$ cat config.mk
export PLATFORM = sky130hd
export DESIGN_NAME = if_stage
export DESIGN_NICKNAME = d
export VERILOG_FILES = /design/src/rtl/if_stage.sv
export SDC_FILE = /design/constraint.sdc
export NUM_CORES = 1
export LEC_CHECK = 0
export BUFFER_PORTS_ARGS = -buffer_cell sky130_fd_sc_hd__buf_2
export CORE_ASPECT_RATIO = 1.4
export CORE_MARGIN = 2
export CORE_UTILIZATION = 35
export CTS_BUF_LIST = sky130_fd_sc_hd__clkbuf_8
export DETAILED_ROUTE_END_ITERATION = 7
export REMOVE_ABC_BUFFERS = 1
export SYNTH_ARGS = -nofsm -noshare
export SYNTH_HDL_FRONTEND = slang
export SYNTH_SLANG_ARGS = --single-unit
$ cat constraint.sdc
create_clock -name clk -period 2.3 [get_ports clk]
set_input_delay 0.23 -clock clk [delete_from_list [all_inputs] [get_ports clk]]
set_output_delay 0.23 -clock clk [all_outputs]
set_load 0.02 [all_outputs]
$ cat src/rtl/if_stage.sv
// if_stage: instruction fetch with PC register, IF/ID pipeline register, stall/flush/redirect and backpressure.
// Optional performance counters are enabled by defining IF_PERF_CNT_EN.
module if_stage #(
    parameter logic [31:0] RESET_PC = 32'h0000_3000,
    parameter logic [31:0] PC_STEP  = 32'd4
) (
    input  logic        clk,
    input  logic        rst_n,
    input  logic        stall_i,
    input  logic        flush_i,
    input  logic        redirect_valid_i,
    input  logic [31:0] redirect_pc_i,
    output logic [31:0] imem_addr_o,
    input  logic [31:0] imem_rdata_i,
    output logic        id_valid_o,
    input  logic        id_ready_i,
    output logic [31:0] id_pc_o,
    output logic [31:0] id_pc4_o,
    output logic [31:0] id_instr_o
`ifdef IF_PERF_CNT_EN
    ,
    output logic [31:0] perf_fetch_o,
    output logic [31:0] perf_bubble_o
`endif
);
    logic [31:0] pc_q, pc_d, pc_next_seq;
    logic        valid_q, valid_d;
    logic [31:0] id_pc_q, id_pc_d, id_pc4_q, id_pc4_d, id_instr_q, id_instr_d;
    logic        load, consume, capture;

    assign pc_next_seq = pc_q + PC_STEP;
    assign load        = ~stall_i & (~valid_q | id_ready_i);
    assign consume     = valid_q & id_ready_i;
    // only a clean load (no redirect, no flush) writes the IF/ID payload
    assign capture     = load & ~redirect_valid_i & ~flush_i;

    always_comb begin
        pc_d       = redirect_valid_i ? redirect_pc_i : (load ? pc_next_seq : pc_q);
        valid_d    = (redirect_valid_i | flush_i) ? 1'b0 :
                     load ? 1'b1 : (consume ? 1'b0 : valid_q);
        id_pc_d    = capture ? pc_q : id_pc_q;
        id_pc4_d   = capture ? pc_next_seq : id_pc4_q;
        id_instr_d = capture ? imem_rdata_i : id_instr_q;
    end

    always_ff @(posedge clk or negedge rst_n) begin
        if (!rst_n) begin
            pc_q       <= RESET_PC;
            valid_q    <= 1'b0;
            id_pc_q    <= '0;
            id_pc4_q   <= '0;
            id_instr_q <= '0;
        end else begin
            pc_q       <= pc_d;
            valid_q    <= valid_d;
            id_pc_q    <= id_pc_d;
            id_pc4_q   <= id_pc4_d;
            id_instr_q <= id_instr_d;
        end
    end

    assign imem_addr_o = pc_q;
    assign id_valid_o  = valid_q;
    assign id_pc_o     = id_pc_q;
    assign id_pc4_o    = id_pc4_q;
    assign id_instr_o  = id_instr_q;

`ifdef IF_PERF_CNT_EN
    logic [31:0] perf_fetch_q, perf_bubble_q;

    // a bubble is any edge after which decode sees no valid entry
    always_ff @(posedge clk or negedge rst_n) begin
        if (!rst_n) begin
            perf_fetch_q  <= '0;
            perf_bubble_q <= '0;
        end else begin
            perf_fetch_q  <= perf_fetch_q + {31'd0, capture};
            perf_bubble_q <= perf_bubble_q + {31'd0, ~valid_d};
        end
    end

    assign perf_fetch_o  = perf_fetch_q;
    assign perf_bubble_o = perf_bubble_q;
`endif
endmodule

Word level (Yosys, flattened, before mapping) --
Cells that the tools add are included.
Word-level totals: bits in registers 129, output and inout bits 129, word-level logic and storage cells 23
Cells by class: mux-type cells 5, bitwise operators 10, reduce and logical (&&, ||, !) cells 2, add/sub/neg operators 1
Operators with widths (number):
- two-way mux 32 bit | 2
- adder 32 x 3 -> 32 bit, second input constant | 1
- bitwise AND 1 bit | 4
- NOT 1 bit | 4
- two-way mux 1 bit | 3
- nonzero test 3 bit | 1
- OR 1 bit | 2
- nonzero test 2 bit | 1

Depth between registers and ports, before layout --
Gate-level depths: netlist of run 1.
word-level depth 5, gate-level depth with buffers 8, depth with buffers taken out 6

Worst setup path after synthesis of run 1 --
Ideal clock, no wire load.
path kind register -> register, start register pc_q[2], in the netlist imem_addr_o[2], end register pc_q[26], in the netlist imem_addr_o[26], clock period less this slack 1.891 ns, arrival time 1.808 ns, data required time 2.217 ns, setup time 0.083 ns, path slack 0.409 ns, stages on the path, launching flop included 8, buffers on the path 1, cells stage by stage dfrtp_1 ha_1 nand4_2 nor3_4 buf_4 nand4_1 xor2_1 o21ai_0
Between the ends: cells in the longest elaborated chain, start to end 3
Ends and longest elaborated chain:
- start: declaration | line 26 | logic [31:0] pc_q, pc_d, pc_next_seq;
- start signal: assignment | line 54 | pc_q <= pc_d;
- adder 32 x 3 -> 32 bit | line 31 | assign pc_next_seq = pc_q + PC_STEP;
- two-way mux 32 bit (2 in series) | line 38 | pc_d = redirect_valid_i ? redirect_pc_i : (load ? pc_next_seq : pc_q);
No other way between the ends. The select of a mux whose other input is x is not followed. A chain may end at the register's enable or synchronous reset.

Final worst setup path of run 1 --
start register pc_q[3], in the netlist imem_addr_o[3], end register pc_q[12], in the netlist imem_addr_o[12]
The elaborated chain is that of the path after synthesis.

==> results summary, run 1 <==
The remaining design rule violation count came out at 14. The final-stage net count is approximately 960. The count of buffers added on input and output ports is ~200. STA classifies the critical path startpoint as a flop. The internal portion of total power is 4210 uW. The class of the worst hold path is primary input to flop. The final reports fail on design-rule violations. VDD sags by at most just under 0.0003 V.

The share of the yosys chip area belonging to registers came out at between 50% and 60%. The cell with the biggest individual delay on the critical path is sky130_fd_sc_hd__nor4_2. The level count of the clock H-tree is 4. The flow ran to the end, but the final reports show violations. The switching power came out at approximately 2100 uW. The clock network fraction of total power came out at a little under a third. The final weighted congestion of routability-driven global placement is between 0.7 and 0.8.

After synthesis, the share of flip-flops with an asynchronous set or reset is 100%. The power per cell area is roughly 800 nW/um^2. The startpoint identified for the worst register-to-register timing path is imem_addr_o[3]. The final cell area excluding filler cells is about 7900 um^2. The later-pin clock latency in the skew report is around 430 ps. The most critical setup path has its startpoint at imem_addr_o[3]. The top achievable clock speed came out at roughly 520 MHz. Yosys mapped a number of flops with a built-in enable equal to 0. The total count of max-transition violations in the final report came out at 0. The kind of end point of the critical path is a flop.

The row count is 55. After global routing the overflow that remains totals 0. The area inside the core boundary came out at between 15000 and 20000 um^2. The worst setup skew after layout is 11.5 ps. The signal on the critical path passes through ha_1 -> nand4_2 -> nor4_2 -> nand3_1 -> xor2_1 -> o21ai_0. The half-perimeter wire length of the detailed placement result came out at approximately 12 mm. Fill cells in the final layout number 1590. For this configuration, the core starts out at a cell density of a little over a third. The worst path in the final design needs a cycle of just under 2000 ps, including I/O delays and setup. The top cell types in the final layout, fill and taps aside, are sky130_fd_sc_hd__nand2_1, sky130_fd_sc_hd__buf_2, sky130_fd_sc_hd__dfrtp_1. Clock-pin slew was measured on the worst setup and hold paths at approximately 70 ps. The synthesis-stage register bit count is between 100 and 150. The number of CTS-inserted buffers is 17. The count of distinct cell types in the synthesized netlist came out at 34. The summed instance area of the synthesized netlist came out at between 5000 and 6000 um^2. The utilization after layout is approximately 50%. The routed wire length came out at around 17 mm. The number of antenna violations at the first check in global routing came to 0.

Once the clock tree was built, the setup fixing pass inserted 0 buffers. For this run, the slowest stage of the critical path takes ~470 ps. The first detailed-routing pass ran for 6 iterations. The via count of the first global-routing pass is 5245. The number of sinks driven by the clock tree came out at between 100 and 150. The wire length of the first global-routing pass is between 20 and 30 mm. The iteration-0 DRC count of the detailed router came out at slightly above 300. In this run the cell area measured after placement is just over 7000 um^2.

Setup total negative slack on the finished layout was measured at 0 ps. Dividing the detail-routed wire length by the instance count gives 15.4 um. Relative to the synthesized area, the layout overhead comes to 35.3%. The TritonCTS clock tree is done. The final hold violation count is 0. From left edge to right edge, the die measures 113 um. The count of inserted antenna diode cells is 0. The switching part of the total came out at between 30% and 40%. The cell count after synthesis came out at roughly 650.

The total of warnings raised by yosys is 0. The via count normalized by instance count is 4.73. For this run, the total global-route usage over all layers was measured as a little under a fifth.

For the worst setup path, the data arrival time is around 2300 ps. The relative slew slack is between 50% and 60%. The boundary pin count came out at 199.

The largest fanout of any net on the critical path is 6. The worst setup path is of the flop to flop kind. For the worst setup path, the data required time is about 2700 ps. The clock passes through at most 2 buffers. The most used flip-flop cell after synthesis is sky130_fd_sc_hd__dfrtp_1. The post-route fraction of the period consumed by the critical path is around 84%.

The count of endpoints failing setup in the final report is 0. The worst hold margin came out at ~22 ps. Registers are responsible for between 40 and 50% of the overall power.

CTS placed an instance of sky130_fd_sc_hd__clkbuf_8 at the clock tree root. The number of maximum-capacitance violations came out at 0. The part of the total power dissipated in combinational logic is around a quarter. The analysis attributes to cell leakage a power of ~0.0041 uW. The remaining antenna violation count after routing is 0.

Entering global routing, the biggest net connects 65 pins. The worst hold path begins at redirect_pc_i[7]. The average size of a mapped cell is ~9.0 um^2. Setup repair after global routing left no endpoint under its margin. The area of the die came out at 17800 um^2. Cells with a size suffix above 1 make up 29.5% of the layout. The count of vias placed by the detailed router came out at ~5200. The die extent in y came out at 157 um.

The actual transition at the worst max-transition pin came out at 606 ps. The commonest non-fill, non-tap cell in the layout is sky130_fd_sc_hd__nand2_1.
-- per-layer routing --
layer	wire length, um	GRT usage [%]	up-vias	part of all wire [%]
li1	-	-	2571	-
met2	8760	34.2	136	52
met3	776	3.70	19	4.6
met5	0	0	-	0
met4	347	7.26	0	2.1
met1	6990	22.8	2473	41
-- what timing repair did --
item	4_1_cts	5_1_grt
hold endpoints to repair	103	0
hold buffers	45	0
gates resized for setup	0	0
-- kinds of logic after synthesis --
family / share of synthesized area, %
AND/OR/NAND/NOR: 26.6
flip-flops: 54.4
AO/OA/AOI/OAI: 5.18
XOR/XNOR: 8.39
buffers and inverters: 4.49
multiplexers: 0.749
adder cells (fa/ha/maj): 0.214
-- worst paths after layout --
kind                                   end  slack, ps  cells past startpoint
hold reg to reg                id_pc_o[16]        470                      2
min in group asynchronous       id_pc_o[2]        360                      2
max in group asynchronous   imem_addr_o[7]       1220                      3
setup / recovery           imem_addr_o[12]        380                      6
hold / removal              imem_addr_o[7]         20                      3
setup reg to reg           imem_addr_o[12]        380                      6
-- cell type report --
cell class	instances	area, um^2	area share [%]
flip-flops and latches	127	3180	40.2
inverters	3	11.3	0.142
clock inverters	11	103	1.30
repair buffers	265	1660	21.0
multi-input cells	472	2420	30.6
well taps	199	249	3.15
clock buffers	21	289	3.65
-- critical path: cells and delay by family, from the launching register on --
| kind | cells | cell delay, ps |
|---|---|---|
| AND/OR/NAND/NOR | 3 | 800 |
| adder cells (fa/ha/maj) | 1 | 290 |
| AO/OA/AOI/OAI | 1 | 140 |
| flip-flops | 1 | 450 |
| XOR/XNOR | 1 | 160 |
-- power groups by stage --
stage | clock (uW) | combinational [uW] | sequential (uW)
3_3_place_gp | 0 | 1510 | 2880
5_1_grt | 2080 | 1720 | 2900
2_1_floorplan | 0 | 387 | 3320
6_report | 1920 | 1570 | 2850
4_1_cts | 1980 | 1590 | 2850
3_5_place_dp | 0 | 1530 | 2890
-- synth_stat cells, types with 3 or more instances --
library cell	instances	area, um^2
sky130_fd_sc_hd__buf_2	20	100
sky130_fd_sc_hd__inv_1	3	11.3
sky130_fd_sc_hd__clkbuf_1	19	71.3
sky130_fd_sc_hd__buf_4	10	75.1
sky130_fd_sc_hd__mux2_2	3	33.8
sky130_fd_sc_hd__o21ai_0	41	205
sky130_fd_sc_hd__xor2_1	40	350
sky130_fd_sc_hd__nand3_1	24	120
sky130_fd_sc_hd__nor2_1	11	41.3
sky130_fd_sc_hd__o21ai_1	18	90.1
sky130_fd_sc_hd__nand4_1	19	119
sky130_fd_sc_hd__nand2_1	267	1000
sky130_fd_sc_hd__dfrtp_1	125	3130
sky130_fd_sc_hd__and3_1	7	43.8
sky130_fd_sc_hd__and4_1	3	26.3
sky130_fd_sc_hd__xnor2_1	16	140
sky130_fd_sc_hd__nor3_1	3	15.0
-- per-stage QoR --
| step | total power [uW] | cells | setup WS, ps |
|---|---|---|---|
| floorplan | 3710 | 602 | -1080 |
| global placement | 4380 | 1021 | 429 |
| detailed placement | 4410 | 1021 | 400 |
| CTS | 6410 | 1098 | 366 |
| global route | 6700 | 1098 | 206 |
| finish | 6340 | 1098 | 379 |
-- sequential cells by signal (all words and copies together), names as in the netlist --
signal       count
id_valid_o       1
imem_addr_o     32
id_instr_o      32
id_pc4_o        32
id_pc_o         30
(Power assumes the default switching activity.)
==> inputs of run 2 (changes only) <==
ABC_AREA = 1   (was unset)
clock period = 1.6 ns   (was 2.3 ns; I/O delays follow)
==> run 2 against run 1 <==
Against the previous run: the flow now finishes without violations; critical path type unchanged; power increased by 55%; clock skew decreased by 2.5 ps; wire length increased by 5.8%.
==> results summary, run 2 <==
The flow ran to the end, and the final reports show no timing, DRC or antenna violations. Max-cap violations in this run came to 0. The combined flip-flop and latch cell area came out at between 3000 and 4000 um^2. The number of sinks driven by the clock tree is roughly 130. The relative area change from synthesis to final layout came out at 42.4%. Dividing the detail-routed via count by the number of cells gives about 4.6. TritonCTS built the clock tree. The total count of max-transition violations in the final report is 0. The share of cells above drive strength 1 came out at between 20% and 30%. The count of input and output buffers is between 150 and 200. Among all flip-flop cells after synthesis, the most frequent one is sky130_fd_sc_hd__dfrtp_1.

No sink is reached through more buffers than the 2 on the longest clock path. Internal power comes to roughly 6500 uW. The fraction of registers with async set or reset after synthesis is 100%.

The kind of end point of the critical path is a flop. In this run the static leakage power is about 0.0046 uW. The top-area cell type share of the netlist area is approximately 53%. The post-layout minimum cycle time came out at 1490 ps. The count of endpoints failing setup in the final report came out at 0.

The switching power is approximately 3300 uW. The routed wire length is roughly 18 mm. In this run the worst path has a maximum fanout of 5. For this design, the slowest cell found on the critical path is sky130_fd_sc_hd__dfrtp_1. Global routing consumed, over all layers together, between 20% and 30% of the routing resources. The critical path runs through a total of 8 cells. Entering global routing, the biggest net connects 43 pins. The worst setup skew after layout is between 9 and 10 ps. The wire length per cell is 14.5 um.

Derived from the worst setup path, the maximum achievable clock frequency is between 600 and 700 MHz. The wire length of the first global-routing pass came out at around 28 mm. The critical path contains buffers and inverters numbering 0 combined.

The residual overflow from global routing came out at 0. The gate count after technology mapping came out at around 750. Measured along the x axis, the die boundary spans ~110 um.

The die extent in y is around 160 um. The worst setup path is launched from a flop. The number of cells traversed by the worst register-to-register path came out at 8.

Combinational cells account for about a quarter of the total power. The placement-stage worst setup slack is -11.8 ps. The largest vdd supply drop came out at 0.000475 V. The via count of the first global-routing pass was ~5600. Data on the critical path is required at its endpoint by approximately 2000 ps.

The commonest cells after synthesis are sky130_fd_sc_hd__nand2_1, sky130_fd_sc_hd__dfrtp_1, sky130_fd_sc_hd__inv_1. The synthesis-stage register bit count is 127. The later-pin clock latency in the skew report is around 440 ps. The Yosys step of the flow raised 0 warnings.

The number of antenna violations at the first check in global routing came out at 0. Setup repair after global routing could not meet its margin everywhere. The largest incremental delay on the critical path is just under 400 ps. After clock tree synthesis, the clock-pin slew on the worst setup and hold paths is 70 ps. The worst hold path stage count is 5. The level count of the clock H-tree came out at 4.

Final hold analysis gives a worst-case slack of ~35 ps. The boundary pin count came out at between 150 and 200. The switching part of the total is 33.4%. The area inside the core boundary is 16200 um^2. After synthesis the cells add up to a little under 6000 um^2. The multi-input combinational cells in the finished layout cover a total of between 2000 and 2500 um^2. In this run, CTS created clock tree buffers numbering 17.

The power per cell area came out at around 1200 nW/um^2. The count of inserted antenna diode cells came out at 0. The class of the worst hold path is primary input to flop. By instance count, the leading cell after synthesis is sky130_fd_sc_hd__nand2_1.

The detailed router finished its first iteration with roughly 260 violations. Of all cell types, the one taking the most synthesized area is sky130_fd_sc_hd__dfrtp_1. The final-stage net count is about 1100.

The worst setup margin came out at ~110 ps. The cell family contributing the most delay on the critical path is simple AND/OR/NAND/NOR gates. The critical path data arrival time is roughly 1900 ps. After synthesis, the mean cell area works out to 7.85 um^2.

The clock network fraction of total power is between 30% and 40%. The critical path class is flop to flop. The power share of the sequential group came out at 41.5%. The count of vias placed by the detailed router came out at around 5600. The actual transition at the worst max-transition pin came out at about 430 ps. Ranked by total cell area, the synthesized netlist is headed by sky130_fd_sc_hd__dfrtp_1, sky130_fd_sc_hd__nand2_1, sky130_fd_sc_hd__inv_1, sky130_fd_sc_hd__o21ai_1, sky130_fd_sc_hd__nor2_1. Once the floorplan was initialized, standard cells occupied between 30% and 40% of the core. The library cell used most frequently in the layout, excluding fill and tap cells, is sky130_fd_sc_hd__nand2_1.

The row count came out at 55. The total of fill cells in the finished design is about 1600. The half-perimeter wire length of the detailed placement result came out at 12.5 mm. The remaining design rule violation count is 0. The tree is rooted in a sky130_fd_sc_hd__clkbuf_8.

The final hold violation count came out at 0. The top cell types in the final layout, fill and taps aside, are sky130_fd_sc_hd__nand2_1, sky130_fd_sc_hd__buf_2, sky130_fd_sc_hd__dfrtp_1. In this run the remaining antenna-violating nets after routing total 0. The count of distinct cell types in the synthesized netlist came out at 25. The number of enable-type register cells in the synthesized netlist came out at 0. Power comes to 9800 uW. The share of the yosys chip area belonging to registers came out at 54.3%. The post-route fraction of the period consumed by the critical path is 93.4%. The area of the die is between 15000 and 20000 um^2.

In this run the tightest slew margin relative to its limit is around 72%. The first-pass detailed-route iteration total came out at 5. The signal on the critical path passes through ha_2 -> nand2_2 -> nor2_4 -> nand2_4 -> nor2_4 -> xor2_1 -> nand2_1 -> nand2_1. The final weighted congestion of routability-driven global placement came out at approximately 0.8.
run 2: cells by family (layout without fill, tap and decap cells):
kind of cell,Yosys count,in the layout,share of synthesized area [%]
AOI/OAI and AO/OA,70,70,6.48
xor gates and xnor gates,14,14,2.09
adders and majority gates,1,1,0.214
buffers and inverters,96,384,7.61
DFF,127,127,54.3
and+or+nand+nor,438,438,29.3
run 2: what timing repair did:
item	CTS	global route
endpoints found under the hold margin	179	0
gates resized for setup	1	26
hold buffers	54	0
endpoints found under the setup margin	6	37
pin swaps	0	10
setup buffers	0	2
run 2: area by class of cell:
cell class,instances,share of cell area (%)
inverter,63,2.87
multi-input combinational,523,27.8
sequential,127,38.2
clock buffer,21,3.47
timing repair buffer,289,22.7
tap,199,2.99
clock inverter,11,1.94
run 2: per-stage QoR:
stage	TNS (ps)	instances	instance area (um^2)	utilization, %
2_1_floorplan	-85940	713	5640	-
3_3_place_gp	-11.9	1145	7230	44.5
3_5_place_dp	-26.0	1145	7230	44.5
4_1_cts	0	1231	8230	50.7
5_1_grt	-356	1233	8340	51.3
6_report	0	1233	8340	51.3
run 2: path summary, 6_finish.rpt:
path	startpoint	end	slack, ps
worst min-delay path	redirect_pc_i[25]	imem_addr_o[25]	40
min in group asynchronous	rst_n	id_pc_o[13]	170
worst max-delay path	imem_addr_o[2]	id_pc4_o[12]	110
worst min register to register	id_pc_o[9]	id_pc_o[9]	460
max in group asynchronous	rst_n	imem_addr_o[17]	870
worst max register to register	imem_addr_o[2]	id_pc4_o[12]	110
run 2: per-layer routing:
metal	track usage (%)	routed length, um	part of all wire, %	vias to the layer above
met5	0	0	0	-
met4	7.78	304	1.7	0
met3	4.12	710	4.0	16
met2	37.0	9410	53	143
met1	23.6	7420	42	2643
li1	-	-	-	2834
run 2: power groups by stage:
stage / clock network, uW / logic [uW] / registers, uW
2_1_floorplan: 0 / 672 / 4800
3_3_place_gp: 0 / 2460 / 4110
3_5_place_dp: 0 / 2490 / 4120
4_1_cts: 3230 / 2590 / 4070
5_1_grt: 3350 / 2850 / 4140
6_report: 3150 / 2590 / 4070
run 2: tightest hold or removal path, delay by kind of cell:
family	cells	cell delay, ps
compound gates	1	60
simple gates	2	90
buf+inv	2	120
==> inputs of run 3 (changes only) <==
CORE_UTILIZATION = 40   (was 35)
PLACE_DENSITY = 0.68   (was unset)
SKIP_CTS_REPAIR_TIMING = 1   (was unset)
==> run 3 against run 2 <==
Against the previous run: global-route usage up 0.72 points; final cell count down 2.0%; sequential share of layout area up 0.70 points; largest cell class unchanged.
==> results summary, run 3 (synthesis gave the netlist of run 2 again) <==
The flow ran to the end, and the final reports show no timing, DRC or antenna violations. The final hold violation count came out at 0. Setup violations remaining at the end of the flow were counted as 0. CTS placed an instance of sky130_fd_sc_hd__clkbuf_8 at the clock tree root.

In the final layout, the share of cells above drive strength 1 is approximately 29%. The largest fanout of any net on the critical path is 5. The residual overflow from global routing is 0. The clock period could shrink to 1500 ps. The final-stage net count is 1077. The number of instances in the placed design came out at ~1100. The utilization after layout is a little under three fifths. The die extent in y came out at around 150 um.

The die covers about 16000 um^2. The number of cells traversed by the worst register-to-register path came out at 8. The worst setup path is launched from a flop. The row count is 52. The deepest clock path buffer count is 2. The TritonCTS clock tree is done.

The count of inserted antenna diode cells came out at 0. The initial cell density of the core came out at between 40% and 50%. The horizontal die dimension came out at between 100 and 150 um.

The cell family with the largest share of critical-path delay is simple AND/OR/NAND/NOR gates. The library cell used most frequently in the layout, excluding fill and tap cells, is sky130_fd_sc_hd__nand2_1. Setup repair after global routing could not meet its margin everywhere. On the final layout, the worst clock skew is 13.6 ps. Entering global routing, the biggest net connects 74 pins.

The worst reg2reg path startpoint is imem_addr_o[3]. The routed wire length is 16.9 mm. Setup slack closes at 98.5 ps.

The later pin in the worst-skew pair is clocked with a latency of ~440 ps. The power per cell area is roughly 1200 nW/um^2. The filler-free cell count of the finished design came out at about 1200.

The placement-stage worst setup slack is -19.3 ps. For this run, the slowest stage of the critical path takes 390 ps. At the end of routability-driven placement, the weighted congestion stood at around 0.84.

Counting both buffers and inverters, the worst setup path holds a total of 0. The power consumption came out at about 10000 uW. Counting every sink on the clock net gives about 130.

The number of antenna violations at the first check in global routing is 0. The iteration-0 DRC count of the detailed router is 260. The first-pass detailed-route iteration total came out at 4.

The via count of the first global-routing pass was 5259. The critical path data arrival time came out at ~1900 ps. The half-perimeter wire length of the detailed placement result is about 12 mm. The count of vias placed by the detailed router came out at between 5000 and 6000.

The worst flop-to-flop path endpoint is id_pc4_o[12]. The number of maximum-capacitance violations came out at 0. The combined global-route utilization of all metal layers is between 20% and 30%.

The via count normalized by instance count is 4.61. The wire length of the first global-routing pass is around 26 mm. Among the stages of the critical path, the cell type that occurs most often is sky130_fd_sc_hd__nand2_1.

The area inside the core boundary came out at 14400 um^2. The startpoint of the most critical hold path is redirect_pc_i[29]. The tightest hold path in the finished design has a slack of 10.1 ps.

The actual transition at the worst max-transition pin is 422 ps. The number of clock buffers added by TritonCTS is 17. The kind of end point of the critical path is a flop.

Relative to the synthesized area, the layout overhead comes to 39.9%. The post-route fraction of the period consumed by the critical path is 93.8%. The worst hold path terminates at imem_addr_o[29]. Dividing the detail-routed wire length by the instance count gives 14.0 um. The top achievable clock speed is approximately 670 MHz. In the routed design, unresolved DRC markers number 0. The clock-pin slew on the worst setup and hold paths is around 80 ps.

The total count of max-transition violations in the final report is 0. In this run the number of H-tree levels came out at 4. The critical path is of the flop to flop type. The relative slew slack came out at 71.9%.

The cell with the biggest individual delay on the critical path is sky130_fd_sc_hd__dfrtp_1. The class of the worst hold path is primary input to flop. For flop-to-flop paths, the worst setup slack is 100 ps. The worst hold path stage count came out at 5.

The required time at the endpoint of the critical path is about 2000 ps. The reported leakage power is around 0.0045 uW. VDD sags by at most roughly 0.00057 V. Walking the worst path, the cells encountered are ha_1 -> nand2_1 -> nor2_4 -> nand2_4 -> nor2_4 -> xor2_1 -> nand2_1 -> nand2_1. The count of input and output buffers is 198. The library cells used most frequently in the layout, excluding fill and tap cells, are sky130_fd_sc_hd__nand2_1, sky130_fd_sc_hd__buf_2, sky130_fd_sc_hd__dfrtp_1.

The remaining antenna violation count after routing came out at 0. The boundary pin count came out at 199.
[run 3: cell types whose count changed in the layout (fill, tap and decap cells not counted), moves of 3 or more]
cell                            before  now
sky130_fd_sc_hd__nor2_2              7   11
sky130_fd_sc_hd__xor2_2              3    0
sky130_fd_sc_hd__inv_6               0    4
sky130_fd_sc_hd__clkinvlp_4          3    0
sky130_fd_sc_hd__clkbuf_8           21   17
sky130_fd_sc_hd__dlygate4sd3_1      54   44
sky130_fd_sc_hd__nor2_1             27   23
sky130_fd_sc_hd__clkinv_4            0    3
sky130_fd_sc_hd__xor2_1             11   14
sky130_fd_sc_hd__clkinv_2            3    0
[run 3: worst max path at each step]
stage | startpoint | endpoint | slack (ps) | depth (start not counted)
after floorplan | id_valid_o | id_pc4_o[2] | -1040 | 7
after global placement | imem_addr_o[3] | imem_addr_o[28] | 40 | 10
after detailed placement | imem_addr_o[3] | id_pc4_o[28] | -20 | 10
after CTS | imem_addr_o[3] | id_pc4_o[12] | -70 | 8
after global routing | imem_addr_o[9] | imem_addr_o[20] | -30 | 9
final | imem_addr_o[3] | id_pc4_o[12] | 100 | 8
[run 3: power breakdown]
part           internal, uW  total [uW]  switching, uW
clock                  2050        3450           1410
combinational           894        2520           1630
sequential             3740        4080            336
[run 3: worst register-to-register path, delay by kind of cell, from the launching register on]
kind / cells / cell delay [ps]
DFF: 1 / 390
and+or+nand+nor: 6 / 660
adders and majority gates: 1 / 180
xor gates and xnor gates: 1 / 210
[run 3: final cells by class]
class                      count  area [um^2]
tap                          189          236
timing repair buffer         274         1730
clock inverter                15          256
clock buffer                  17          234
fill                        1372         6190
sequential                   127         3180
inverter                      63          239
multi-input combinational    523         2310
[run 3: routing by layer]
layer / up-vias / routed length (um) / track usage [%]
li1: 2803 / - / -
met1: 2584 / 7000 / 25.0
met2: 145 / 8610 / 36.6
met3: 32 / 789 / 4.39
met4: 0 / 456 / 9.80
met5: - / 0 / 0
[run 3: metrics by stage]
step	TNS, ps	cell area [um^2]
6_report	0	8190
5_1_grt	-41.1	8190
4_1_cts	-230	7650
3_5_place_dp	-68.9	7160
3_3_place_gp	0	7160
2_1_floorplan	-85940	5640
